<file path="config.mk">
export PLATFORM = sky130hd
export DESIGN_NAME = rtc_bus_scheduler_flat
export DESIGN_NICKNAME = d
export VERILOG_FILES = /design/src/rtl/rtc_bus_scheduler_if.sv /design/src/rtl/rtc_bus_scheduler.sv /design/src/flat_wrapper.sv
export SDC_FILE = /design/constraint.sdc
export NUM_CORES = 1
export LEC_CHECK = 0
export CAP_MARGIN = 40
export CORE_MARGIN = 5
export CORE_UTILIZATION = 55
export CTS_CLUSTER_DIAMETER = 60
export DETAILED_ROUTE_END_ITERATION = 10
export PLACE_DENSITY = 0.84
export SETUP_SLACK_MARGIN = 0.5
export SYNTH_ARGS = -nofsm -noshare
export SYNTH_HDL_FRONTEND = slang
export SYNTH_SLANG_ARGS = --single-unit
</file>
<file path="constraint.sdc">
create_clock -name clk -period 7.7 [get_ports clk]
set_input_delay 1.54 -clock clk [delete_from_list [all_inputs] [get_ports clk]]
set_output_delay 1.54 -clock clk [all_outputs]
set_load 0.005 [all_outputs]
</file>
<file path="src/rtl/rtc_bus_scheduler_if.sv">
// rtc_bus_scheduler_if
//   Bundles the scheduler's user write port, the signals_rtc control/bus lines
//   and the captured time outputs.
//
//   Handshake (user write port): the requester raises wr_req together with a
//   stable wr_addr/wr_data and holds all three until it sees wr_ack high for
//   one clock (the last clock of the write data phase). It may drop wr_req in
//   the cycle wr_ack is seen; wr_req is only sampled while the scheduler is idle.
//
//   Modports:
//     slave  - the scheduler (rtc_bus_scheduler)
//     master - the environment driving writes and modelling the A/D bus
//
//   Signals:
//     wr_req/wr_addr/wr_data  user write request, address, data
//     wr_ack                  write completion pulse
//     EN_signals/read/dato    controls to signals_rtc
//     bus_out/bus_oe/bus_in   multiplexed A/D bus value, output enable, sample
//     seg/min/hora            captured seconds/minutes/hours
//     time_valid              one-cycle pulse after a completed time refresh
//     busy                    scheduler not idle
//     init_done               init write finished (constant 1 without RTC_INIT_EN)
//     state_dbg               current scheduler state (IDLE=0, ADDR=1, DATA=2, GAP=3)
interface rtc_bus_scheduler_if;
    logic       wr_req;
    logic [7:0] wr_addr;
    logic [7:0] wr_data;
    logic       wr_ack;
    logic       EN_signals;
    logic       read;
    logic       dato;
    logic [7:0] bus_out;
    logic       bus_oe;
    logic [7:0] bus_in;
    logic [7:0] seg;
    logic [7:0] min;
    logic [7:0] hora;
    logic       time_valid;
    logic       busy;
    logic       init_done;
    logic [1:0] state_dbg;

    modport slave (
        input  wr_req, wr_addr, wr_data, bus_in,
        output wr_ack, EN_signals, read, dato, bus_out, bus_oe,
               seg, min, hora, time_valid, busy, init_done, state_dbg
    );

    modport master (
        output wr_req, wr_addr, wr_data, bus_in,
        input  wr_ack, EN_signals, read, dato, bus_out, bus_oe,
               seg, min, hora, time_valid, busy, init_done, state_dbg
    );
endinterface

</file>
<file path="src/rtl/rtc_bus_scheduler.sv">
// rtc_bus_scheduler
//   Sequencer/arbiter in front of the signals_rtc bus-signal generator. Two
//   requesters share the multiplexed RTC A/D bus:
//     - a periodic refresh engine that burst-reads seconds, minutes and hours
//       (READ_BASE_ADDR, +1, +2) and captures them into seg/min/hora;
//     - a user write port (wr_req/wr_addr/wr_data, completed by wr_ack).
//   Every transaction is an address phase (PHASE_CYCLES clocks), a data phase
//   (PHASE_CYCLES clocks) and a gap (GAP_CYCLES clocks with EN_signals=0).
//   A refresh burst is three back-to-back transactions and cannot be split.
//
//   Optional feature, macro RTC_INIT_EN: when defined, one write of INIT_DATA
//   to INIT_ADDR runs right after reset, before any arbitration; init_done
//   rises at the end of its gap. When undefined, init_done is constant 1.
//
//   Ports:
//     clk    system clock
//     reset  asynchronous, active-high reset; abandons any transaction
//     sif    rtc_bus_scheduler_if.slave (write port, bus controls, time outputs)
//
//   All outputs are registered: they are computed from the next-state values
//   so they line up exactly with the state they describe.
module rtc_bus_scheduler #(
    parameter int         PHASE_CYCLES   = 32,
    parameter int         GAP_CYCLES     = 4,
    parameter int         REFRESH_CYCLES = 1000,
    parameter logic [7:0] READ_BASE_ADDR = 8'h21,
    parameter logic [7:0] INIT_ADDR      = 8'h02,
    parameter logic [7:0] INIT_DATA      = 8'h10
) (
    input logic                 clk,
    input logic                 reset,
    rtc_bus_scheduler_if.slave  sif
);

`ifdef RTC_INIT_EN
    localparam bit INIT_EN = 1'b1;
`else
    localparam bit INIT_EN = 1'b0;
`endif

    localparam int PC_MAX = (PHASE_CYCLES > GAP_CYCLES) ? PHASE_CYCLES : GAP_CYCLES;
    localparam int PC_W   = $clog2(PC_MAX + 1);
    localparam int RT_W   = $clog2(REFRESH_CYCLES + 1);

    localparam logic [PC_W-1:0] PH_LAST  = PC_W'(PHASE_CYCLES - 1);
    localparam logic [PC_W-1:0] GAP_LAST = PC_W'(GAP_CYCLES - 1);
    localparam logic [RT_W-1:0] RT_LAST  = RT_W'(REFRESH_CYCLES - 1);

    typedef enum logic [1:0] {
        IDLE = 2'd0,
        ADDR = 2'd1,
        DATA = 2'd2,
        GAP  = 2'd3
    } state_t;

    typedef enum logic [1:0] {
        KIND_WR   = 2'd0,
        KIND_RD   = 2'd1,
        KIND_INIT = 2'd2
    } kind_t;

    state_t          state, nxt_state;
    kind_t           kind, nxt_kind;
    logic [PC_W-1:0] pc, nxt_pc;
    logic [1:0]      idx, nxt_idx;
    logic [7:0]      addr_q, nxt_addr;
    logic [7:0]      data_q, nxt_data;

    logic [RT_W-1:0] rt;
    logic            rt_wrap;
    logic            refresh_pend;
    logic            start_refresh;
    logic            capture;
    logic            tv_d;
    logic            done_d;
    logic            init_done_q;

    // ------------------------------------------------------------------
    // Refresh timer: free-running, sets a sticky request on wrap. A wrap
    // that lands while a request is already pending is simply lost.
    // ------------------------------------------------------------------
    assign rt_wrap = (rt == RT_LAST);

    always_ff @(posedge clk or posedge reset) begin
        if (reset) begin
            rt           <= '0;
            refresh_pend <= 1'b0;
        end else begin
            rt <= rt_wrap ? '0 : rt + 1'b1;
            if (start_refresh)
                refresh_pend <= 1'b0;
            else if (rt_wrap)
                refresh_pend <= 1'b1;
        end
    end

    // ------------------------------------------------------------------
    // Scheduler state register
    // ------------------------------------------------------------------
    always_ff @(posedge clk or posedge reset) begin
        if (reset) begin
            state  <= IDLE;
            kind   <= KIND_WR;
            pc     <= '0;
            idx    <= '0;
            addr_q <= '0;
            data_q <= '0;
        end else begin
            state  <= nxt_state;
            kind   <= nxt_kind;
            pc     <= nxt_pc;
            idx    <= nxt_idx;
            addr_q <= nxt_addr;
            data_q <= nxt_data;
        end
    end

    // ------------------------------------------------------------------
    // Next-state logic. Arbitration happens only in IDLE, so a burst in
    // progress always finishes before a pending write can start.
    // ------------------------------------------------------------------
    always_comb begin
        nxt_state     = state;
        nxt_kind      = kind;
        nxt_pc        = pc;
        nxt_idx       = idx;
        nxt_addr      = addr_q;
        nxt_data      = data_q;
        start_refresh = 1'b0;
        capture       = 1'b0;
        tv_d          = 1'b0;
        done_d        = init_done_q;

        case (state)
            IDLE: begin
                nxt_pc = '0;
                if (!init_done_q) begin
                    nxt_state = ADDR;
                    nxt_kind  = KIND_INIT;
                    nxt_addr  = INIT_ADDR;
                    nxt_data  = INIT_DATA;
                end else if (sif.wr_req) begin
                    // Write wins a tie; refresh_pend stays set for later.
                    nxt_state = ADDR;
                    nxt_kind  = KIND_WR;
                    nxt_addr  = sif.wr_addr;
                    nxt_data  = sif.wr_data;
                end else if (refresh_pend) begin
                    start_refresh = 1'b1;
                    nxt_state     = ADDR;
                    nxt_kind      = KIND_RD;
                    nxt_idx       = 2'd0;
                    nxt_addr      = READ_BASE_ADDR;
                    nxt_data      = 8'h00;
                end
            end

            ADDR: begin
                if (pc == PH_LAST) begin
                    nxt_state = DATA;
                    nxt_pc    = '0;
                end else begin
                    nxt_pc = pc + 1'b1;
                end
            end

            DATA: begin
                if (pc == PH_LAST) begin
                    nxt_state = GAP;
                    nxt_pc    = '0;
                    capture   = (kind == KIND_RD);
                end else begin
                    nxt_pc = pc + 1'b1;
                end
            end

            GAP: begin
                if (pc == GAP_LAST) begin
                    nxt_pc = '0;
                    if (kind == KIND_RD && idx != 2'd2) begin
                        nxt_state = ADDR;
                        nxt_idx   = idx + 2'd1;
                        nxt_addr  = READ_BASE_ADDR + 8'(idx) + 8'd1;
                    end else begin
                        nxt_state = IDLE;
                        tv_d      = (kind == KIND_RD);
                        if (kind == KIND_INIT)
                            done_d = 1'b1;
                    end
                end else begin
                    nxt_pc = pc + 1'b1;
                end
            end

            default: begin
                nxt_state = IDLE;
            end
        endcase
    end

    // ------------------------------------------------------------------
    // Registered outputs, derived from the next-state values.
    // ------------------------------------------------------------------
    always_ff @(posedge clk or posedge reset) begin
        if (reset) begin
            sif.EN_signals <= 1'b0;
            sif.read       <= 1'b0;
            sif.dato       <= 1'b0;
            sif.bus_out    <= 8'h00;
            sif.bus_oe     <= 1'b1;
            sif.wr_ack     <= 1'b0;
            sif.time_valid <= 1'b0;
            sif.busy       <= 1'b0;
            sif.seg        <= 8'h00;
            sif.min        <= 8'h00;
            sif.hora       <= 8'h00;
            init_done_q    <= ~INIT_EN;
        end else begin
            sif.EN_signals <= (nxt_state == ADDR) || (nxt_state == DATA);
            sif.dato       <= (nxt_state == DATA);
            sif.read       <= (nxt_state == DATA) && (nxt_kind == KIND_RD);
            sif.bus_oe     <= !((nxt_state == DATA) && (nxt_kind == KIND_RD));
            if (nxt_state == ADDR)
                sif.bus_out <= nxt_addr;
            else if (nxt_state == DATA && nxt_kind != KIND_RD)
                sif.bus_out <= nxt_data;
            else
                sif.bus_out <= 8'h00;
            // Init writes complete silently; only user writes are acknowledged.
            sif.wr_ack     <= (nxt_state == DATA) && (nxt_pc == PH_LAST) &&
                              (nxt_kind == KIND_WR);
            sif.time_valid <= tv_d;
            sif.busy       <= (nxt_state != IDLE);
            init_done_q    <= done_d;
            // bus_in is sampled on the edge that ends the read data phase.
            if (capture) begin
                case (idx)
                    2'd0:    sif.seg  <= sif.bus_in;
                    2'd1:    sif.min  <= sif.bus_in;
                    default: sif.hora <= sif.bus_in;
                endcase
            end
        end
    end

    assign sif.init_done = init_done_q;
    assign sif.state_dbg = state;

endmodule

</file>
<file path="src/flat_wrapper.sv">
// flat-port wrapper written by rule: the top's interface ports become plain ports
module rtc_bus_scheduler_flat 
#(
    parameter int         PHASE_CYCLES   = 32,
    parameter int         GAP_CYCLES     = 4,
    parameter int         REFRESH_CYCLES = 1000,
    parameter logic [7:0] READ_BASE_ADDR = 8'h21,
    parameter logic [7:0] INIT_ADDR      = 8'h02,
    parameter logic [7:0] INIT_DATA      = 8'h10
)
  (clk, reset, sif_wr_req, sif_wr_addr, sif_wr_data, sif_bus_in, sif_wr_ack, sif_EN_signals, sif_read, sif_dato, sif_bus_out, sif_bus_oe, sif_seg, sif_min, sif_hora, sif_time_valid, sif_busy, sif_init_done, sif_state_dbg);
  rtc_bus_scheduler_if sif_i ();
  input logic clk;
  input logic reset;
  input wire logic [$bits(sif_i.wr_req)-1:0] sif_wr_req;
  input wire logic [$bits(sif_i.wr_addr)-1:0] sif_wr_addr;
  input wire logic [$bits(sif_i.wr_data)-1:0] sif_wr_data;
  input wire logic [$bits(sif_i.bus_in)-1:0] sif_bus_in;
  output wire logic [$bits(sif_i.wr_ack)-1:0] sif_wr_ack;
  output wire logic [$bits(sif_i.EN_signals)-1:0] sif_EN_signals;
  output wire logic [$bits(sif_i.read)-1:0] sif_read;
  output wire logic [$bits(sif_i.dato)-1:0] sif_dato;
  output wire logic [$bits(sif_i.bus_out)-1:0] sif_bus_out;
  output wire logic [$bits(sif_i.bus_oe)-1:0] sif_bus_oe;
  output wire logic [$bits(sif_i.seg)-1:0] sif_seg;
  output wire logic [$bits(sif_i.min)-1:0] sif_min;
  output wire logic [$bits(sif_i.hora)-1:0] sif_hora;
  output wire logic [$bits(sif_i.time_valid)-1:0] sif_time_valid;
  output wire logic [$bits(sif_i.busy)-1:0] sif_busy;
  output wire logic [$bits(sif_i.init_done)-1:0] sif_init_done;
  output wire logic [$bits(sif_i.state_dbg)-1:0] sif_state_dbg;
  assign sif_i.wr_req = sif_wr_req;
  assign sif_i.wr_addr = sif_wr_addr;
  assign sif_i.wr_data = sif_wr_data;
  assign sif_i.bus_in = sif_bus_in;
  assign sif_wr_ack = sif_i.wr_ack;
  assign sif_EN_signals = sif_i.EN_signals;
  assign sif_read = sif_i.read;
  assign sif_dato = sif_i.dato;
  assign sif_bus_out = sif_i.bus_out;
  assign sif_bus_oe = sif_i.bus_oe;
  assign sif_seg = sif_i.seg;
  assign sif_min = sif_i.min;
  assign sif_hora = sif_i.hora;
  assign sif_time_valid = sif_i.time_valid;
  assign sif_busy = sif_i.busy;
  assign sif_init_done = sif_i.init_done;
  assign sif_state_dbg = sif_i.state_dbg;
  rtc_bus_scheduler #(.PHASE_CYCLES(PHASE_CYCLES), .GAP_CYCLES(GAP_CYCLES), .REFRESH_CYCLES(REFRESH_CYCLES), .READ_BASE_ADDR(READ_BASE_ADDR), .INIT_ADDR(INIT_ADDR), .INIT_DATA(INIT_DATA)) u_core (.clk(clk), .reset(reset), .sif(sif_i));
endmodule
</file>
==> Yosys cells after proc, flatten, opt, wreduce, memory -nomap -nowiden <==
Cells that the tools add are included.
{ "totals": {"register_bits": 78, "in_bits": 27, "output_inout_bits": 42, "word_cells": 101} }
{ "op_classes": {"add_sub_neg": 5, "n_eq_ne": 18, "n_mux": 39, "n_bitwise": 1, "n_reduce_logical": 19} }
{ "op_table": {"columns": ["cell", "count"], "rows": [
  ["$mux 8", 9],
  ["$mux 2", 12],
  ["$pmux 6 s3", 1],
  ["$pmux 8 s2", 1],
  ["$eq 6x5->1 const B", 2],
  ["$mux 6", 2],
  ["$mux 1", 11],
  ["$add 10x1->10 const B", 1],
  ["$eq 10x10->1 const B", 1],
  ["$eq 2x1->1 const B", 5],
  ["$mux 10", 1],
  ["$add 8x1->8 const B", 1],
  ["$ne 2x1->1 const B", 4],
  ["$pmux 2 s4", 1],
  ["$add 6x2->7 const A", 1],
  ["$add 6x1->6 const B", 1],
  ["$eq 2x2->1 const B", 3],
  ["$eq 6x2->1 const B", 1],
  ["$logic_not 2->1", 3],
  ["$reduce_and 2->1", 3],
  ["$reduce_bool 2->1", 3],
  ["$logic_and 1x1->1", 5],
  ["$reduce_and 5->1", 1],
  ["$ne 2x2->1 const B", 2],
  ["other kinds (6)", 7]
]} }

==> Longest topological paths before layout <==
{ "depth": {"ltp_word": 9, "ltp_mapped": 11, "ltp_nobuf": 10} }

==> Worst setup path after synthesis <==
No wires, ideal clock.
{ "synth_path": {"kind": "register to register", "startpoint": "reg u_core.pc[0]", "endpoint": "reg u_core.sif.bus_out[4]", "setup_time_ns": 0.082, "arrival_time_ns": 2.816, "required_time_ns": 7.618, "slack_ns": 4.802, "path_stages_with_launch": 12, "path_buffers": 2, "synth_period_minus_slack_ns": 2.898, "path_cell_list": "dfrtp_1 ha_1 or4b_4 or2_1 or3_1 a32oi_1 a21o_1 ha_1 buf_1 clkbuf_1 a21oi_1 a31oi_1"} }
{ "synth_between": {"elab_chain_cells": 7, "elab_cells_between_ends": 13, "classes_between": "eq/ne: 4; mux: 8; reduce/logical: 1"} }
{ "synth_lines": {"columns": ["element", "line_no", "text"], "rows": [
  ["start, declared", "rtc_bus_scheduler.sv:64", "logic [PC_W-1:0] pc, nxt_pc;"],
  ["start signal, assigned", "rtc_bus_scheduler.sv:111", "pc <= nxt_pc;"],
  ["$eq 6x2->1 / $eq 6x5->1 (equally long branches)", "rtc_bus_scheduler.sv:178, rtc_bus_scheduler.sv:159, rtc_bus_scheduler.sv:168", null],
  ["$mux 2 (on tied branches)", "rtc_bus_scheduler.sv:178, rtc_bus_scheduler.sv:159, rtc_bus_scheduler.sv:168", null],
  ["$pmux 2 s4 (*)", "rtc_bus_scheduler.sv:134", "case (state)"],
  ["via u_core.nxt_state[0]", "rtc_bus_scheduler.sv:62", "state_t state, nxt_state;"],
  ["$eq 2x2->1", "rtc_bus_scheduler.sv:225", "else if (nxt_state == DATA && nxt_kind != KIND_RD)"],
  ["$logic_and 1x1->1", "rtc_bus_scheduler.sv:225", null],
  ["$mux 8", "rtc_bus_scheduler.sv:225", null],
  ["$mux 8 (*)", "rtc_bus_scheduler.sv:223", "if (nxt_state == ADDR)"],
  ["end signal, assigned", "rtc_bus_scheduler.sv:224", "sif.bus_out <= nxt_addr;"],
  ["end signal, assigned", "rtc_bus_scheduler.sv:226", "sif.bus_out <= nxt_data;"],
  ["end, declared", "rtc_bus_scheduler_if.sv:45", "output wr_ack, EN_signals, read, dato, bus_out, bus_oe,"]
]} }
The timed path passes the listed nets; every way through them passes the cells marked *.
A chain may end at the register's enable or synchronous reset.

==> Final worst setup path <==
{ "layout_path": {"startpoint": "in sif_wr_req", "endpoint": "reg u_core.sif.bus_out[0]"} }
{ "layout_between": {"elab_chain_cells": 6, "elab_cells_between_ends": 14, "classes_between": "eq/ne: 3; mux: 10; reduce/logical: 1"} }
{ "layout_lines": {"columns": ["element", "line_no", "text"], "rows": [
  ["start, declared", "flat_wrapper.sv:15", "input wire logic [$bits(sif_i.wr_req)-1:0] sif_wr_req;"],
  ["$mux 2", "rtc_bus_scheduler.sv:142", "end else if (sif.wr_req) begin"],
  ["$pmux 2 s4 / $mux 2 (equally long branches)", "rtc_bus_scheduler.sv:134", null],
  ["$eq 2x2->1 / $ne 2x1->1 (equally long branches)", "rtc_bus_scheduler.sv:225", null],
  ["$logic_and 1x1->1", "rtc_bus_scheduler.sv:225", null],
  ["$mux 8", "rtc_bus_scheduler.sv:225", null],
  ["$mux 8 (*)", "rtc_bus_scheduler.sv:223", null]
]} }
Every way passes the cells marked *; elsewhere a longest branch is shown, timed or not.

==> qor.csv <==
metric,value,unit
end_kind,flip-flop,
fmax,286,MHz
start_util,0.573,
min_path_cells,1,
tritoncts,built,
grt_pass1_vias,2508,
critPathLaunchType,primary input,
insertion_delay,0.34,ns
path_clk_slew,0.08,ns
dpl.hpwl,5510,µm
worstMarginPinSlew,0.745,ns
ir_drop,0.000119,V
powerDensity,187,nW/µm²
rows,28,
synth_common_cells,"dfrtp_1 (77), nor2_1 (27), mux2_2 (25), nand2_1 (21), ha_1 (14)",
cts_buffers,9,
synth.avg_cell_area,11.6,µm²
switching_share,0.208,
post_cts_resized,0,
design.die.area,7960,µm²
post-route-period-util,0.454,
via_per_inst,5.58,
ys_warn_count,0,
grt_max_degree,64,
place.gp.congestion,0.911,
drc,0,
wl_per_cell,17.0,µm
placed_cells,434,
grt_pass1_wl,12600,µm
status,"finished, final reports clean",
grt_usage,0.210,
synth_flop_cell,dfrtp_1,
skew,0.00981,ns
clockBufferDepth,2,
yosysTopAreaCell,dfrtp_1,
p_seq_frac,0.513,
fp.dieH,89.2,µm
synth.most_common_cell,dfrtp_1,
cts_root_buffer,clkbuf_8,
coreArea,6030,µm²
slowest_delay,0.50,ns
holdWs,0.463,ns
synth_top_area_share,0.558,
drt-total-wl,7640,µm
final_core_util,0.740,
netlist_area,3450,µm²
tns,0,ns
combPwrFrac,0.072,
ff2ff_path_depth,10,
antennaDiodeCount,0,
drive_gt1_frac,0.141,
drtIter0Drc,115,
die_x,89.2,µm
timing.slew.headroom,0.500,
firstDrtPassIters,5,
antenna_found_initial,0,
crit_chain,clkdlybuf4s50_1 -> nand2b_1 -> nor2_1 -> a32oi_1 -> a21oi_1 -> ha_1 -> o21ai_0 -> nor3b_1 -> a21o_1,
cp_slowest_cell,clkdlybuf4s50_1,
finalSetupViolCount,0,
synthArstFlopShare,1.00,
p_leak,0.00199,µW
nets,411,
ios,69,
crit_required,7.98,ns
drv_slew,0,
htree_levels,3,
clkPwrFrac,0.415,
critPathMaxFanout,6,
critPathKind,primary input to flip-flop,
synth.area.top_cells,"dfrtp_1 (56%), mux2_2 (8.2%), ha_1 (5.1%)",
internal_power,659,µW
fin_cells,450,
yosysSeqAreaShare,0.566,
synth_seq_cells,78,
power,832,µW
synth_edf_count,0,
hp-class,flip-flop to flip-flop,
ys_types,44,
rsz0062_at_grt,no,
hold_violations,0,
final.min_clock_period,3.50,ns
cts_sinks,78,
io_buffers,67,
synth_cells,297,
drv_cap,0,
vias,2510,
postCtsHoldBufs,0,
grt-ovfl-total,0,
switchingPower,173,µW
area_delta_synth_final,29.1,%
ant_nets,0,
cts_setup_buffers,0,
arrival,3.78,ns
syn_nets,338,
cell usage in the layout (no fill, tap or decap), types with 7 or more instances in the layout:
cell and instances:
a21oi_1 11, a22o_1 10, a21o_1 7, nand2_1 21, o21ai_0 8, xor2_1 8, inv_1 12, nor2_1 27
mux2_2 25, ha_1 14, dfrtp_1 77, clkbuf_8 11, clkdlybuf4s50_1 67, nand3_1 13
through the flow:
step / area, µm² / setup WS (ns)
finish: 4460 / 4.20
global placement: 4200 / 4.11
floorplan: 3450 / 4.17
CTS: 4460 / 4.24
global route: 4460 / 4.01
detailed placement: 4220 / 3.90
final cells by class:
cell class | count | area, µm²
flip-flops and latches | 78 | 1950
fillers | 423 | 1570
multi-input cells | 198 | 1420
repair buffers | 70 | 713
clock buffers | 11 | 151
well taps | 75 | 93.8
clock inverters | 5 | 81.3
inverters | 13 | 48.8
path summary, 6_finish.rpt:
check | from | end | slack [ns]
max | sif_wr_req | u_core.sif.bus_out[0]$_DFF_PP0_ | 4.20
min | u_core.rt[0]$_DFF_PP0_ | u_core.rt[0]$_DFF_PP0_ | 0.46
max reg2reg | u_core.pc[0]$_DFF_PP0_ | u_core.sif.bus_out[0]$_DFF_PP0_ | 4.50
min reg2reg | u_core.rt[0]$_DFF_PP0_ | u_core.rt[0]$_DFF_PP0_ | 0.46
max in group asynchronous | reset | u_core.addr_q[0]$_DFF_PP0_ | 5.62
min in group asynchronous | reset | u_core.rt[9]$_DFF_PP0_ | 1.53
cell families (layout without fill, tap and decap cells):
group,after synthesis,count (layout),synth area share
AOI/OAI and AO/OA,51,51,0.104
xor gates and xnor gates,13,13,0.0330
adders and majority gates,14,14,0.0507
buffers and inverters,21,99,0.0246
DFF,78,78,0.566
muxes,25,25,0.0815
other,1,1,0.00109
and+or+nand+nor,94,94,0.139
power by group through the flow:
stage               Sequential, µW  Clock, µW  Combinational (µW)
floorplan                      435          0                20.1
global placement               435          0                57.2
detailed placement             435          0                60.4
CTS                            427        353                61.0
global route                   428        378                65.3
finish                         427        345                59.8
registers in the layout, indices dropped and copies added, names as in the netlist:
register and cells:
u_core.sif.bus_oe 1, u_core.sif.state_dbg 2, u_core.sif.read 1, u_core.pc 6
u_core.sif.busy 1, u_core.data_q 8, u_core.sif.dato 1, u_core.sif.min 8
u_core.sif.bus_out 8, u_core.addr_q 8, u_core.sif.EN_signals 1, u_core.sif.hora 8
u_core.idx 2, u_core.sif.wr_ack 1, u_core.rt 10, u_core.sif.seg 8
u_core.kind 2, u_core.sif.time_valid 1, u_core.refresh_pend 1
layer usage:
metal	share of wire	vias to the layer above	GRT usage	wire length, µm
li1	-	1189	-	-
met1	0.45	1218	0.296	3410
met2	0.46	92	0.311	3540
met3	0.076	11	0.0562	579
met4	0.014	0	0.0853	110
met5	0	-	0	0
critical path: cells and delay by family:
family	cells	cell delay [ns]
simple gates	3	0.73
compound gates	4	0.70
fa+ha+maj	1	0.30
buf+inv	1	0.50
Note: power is estimated with default switching activity, not from simulation.
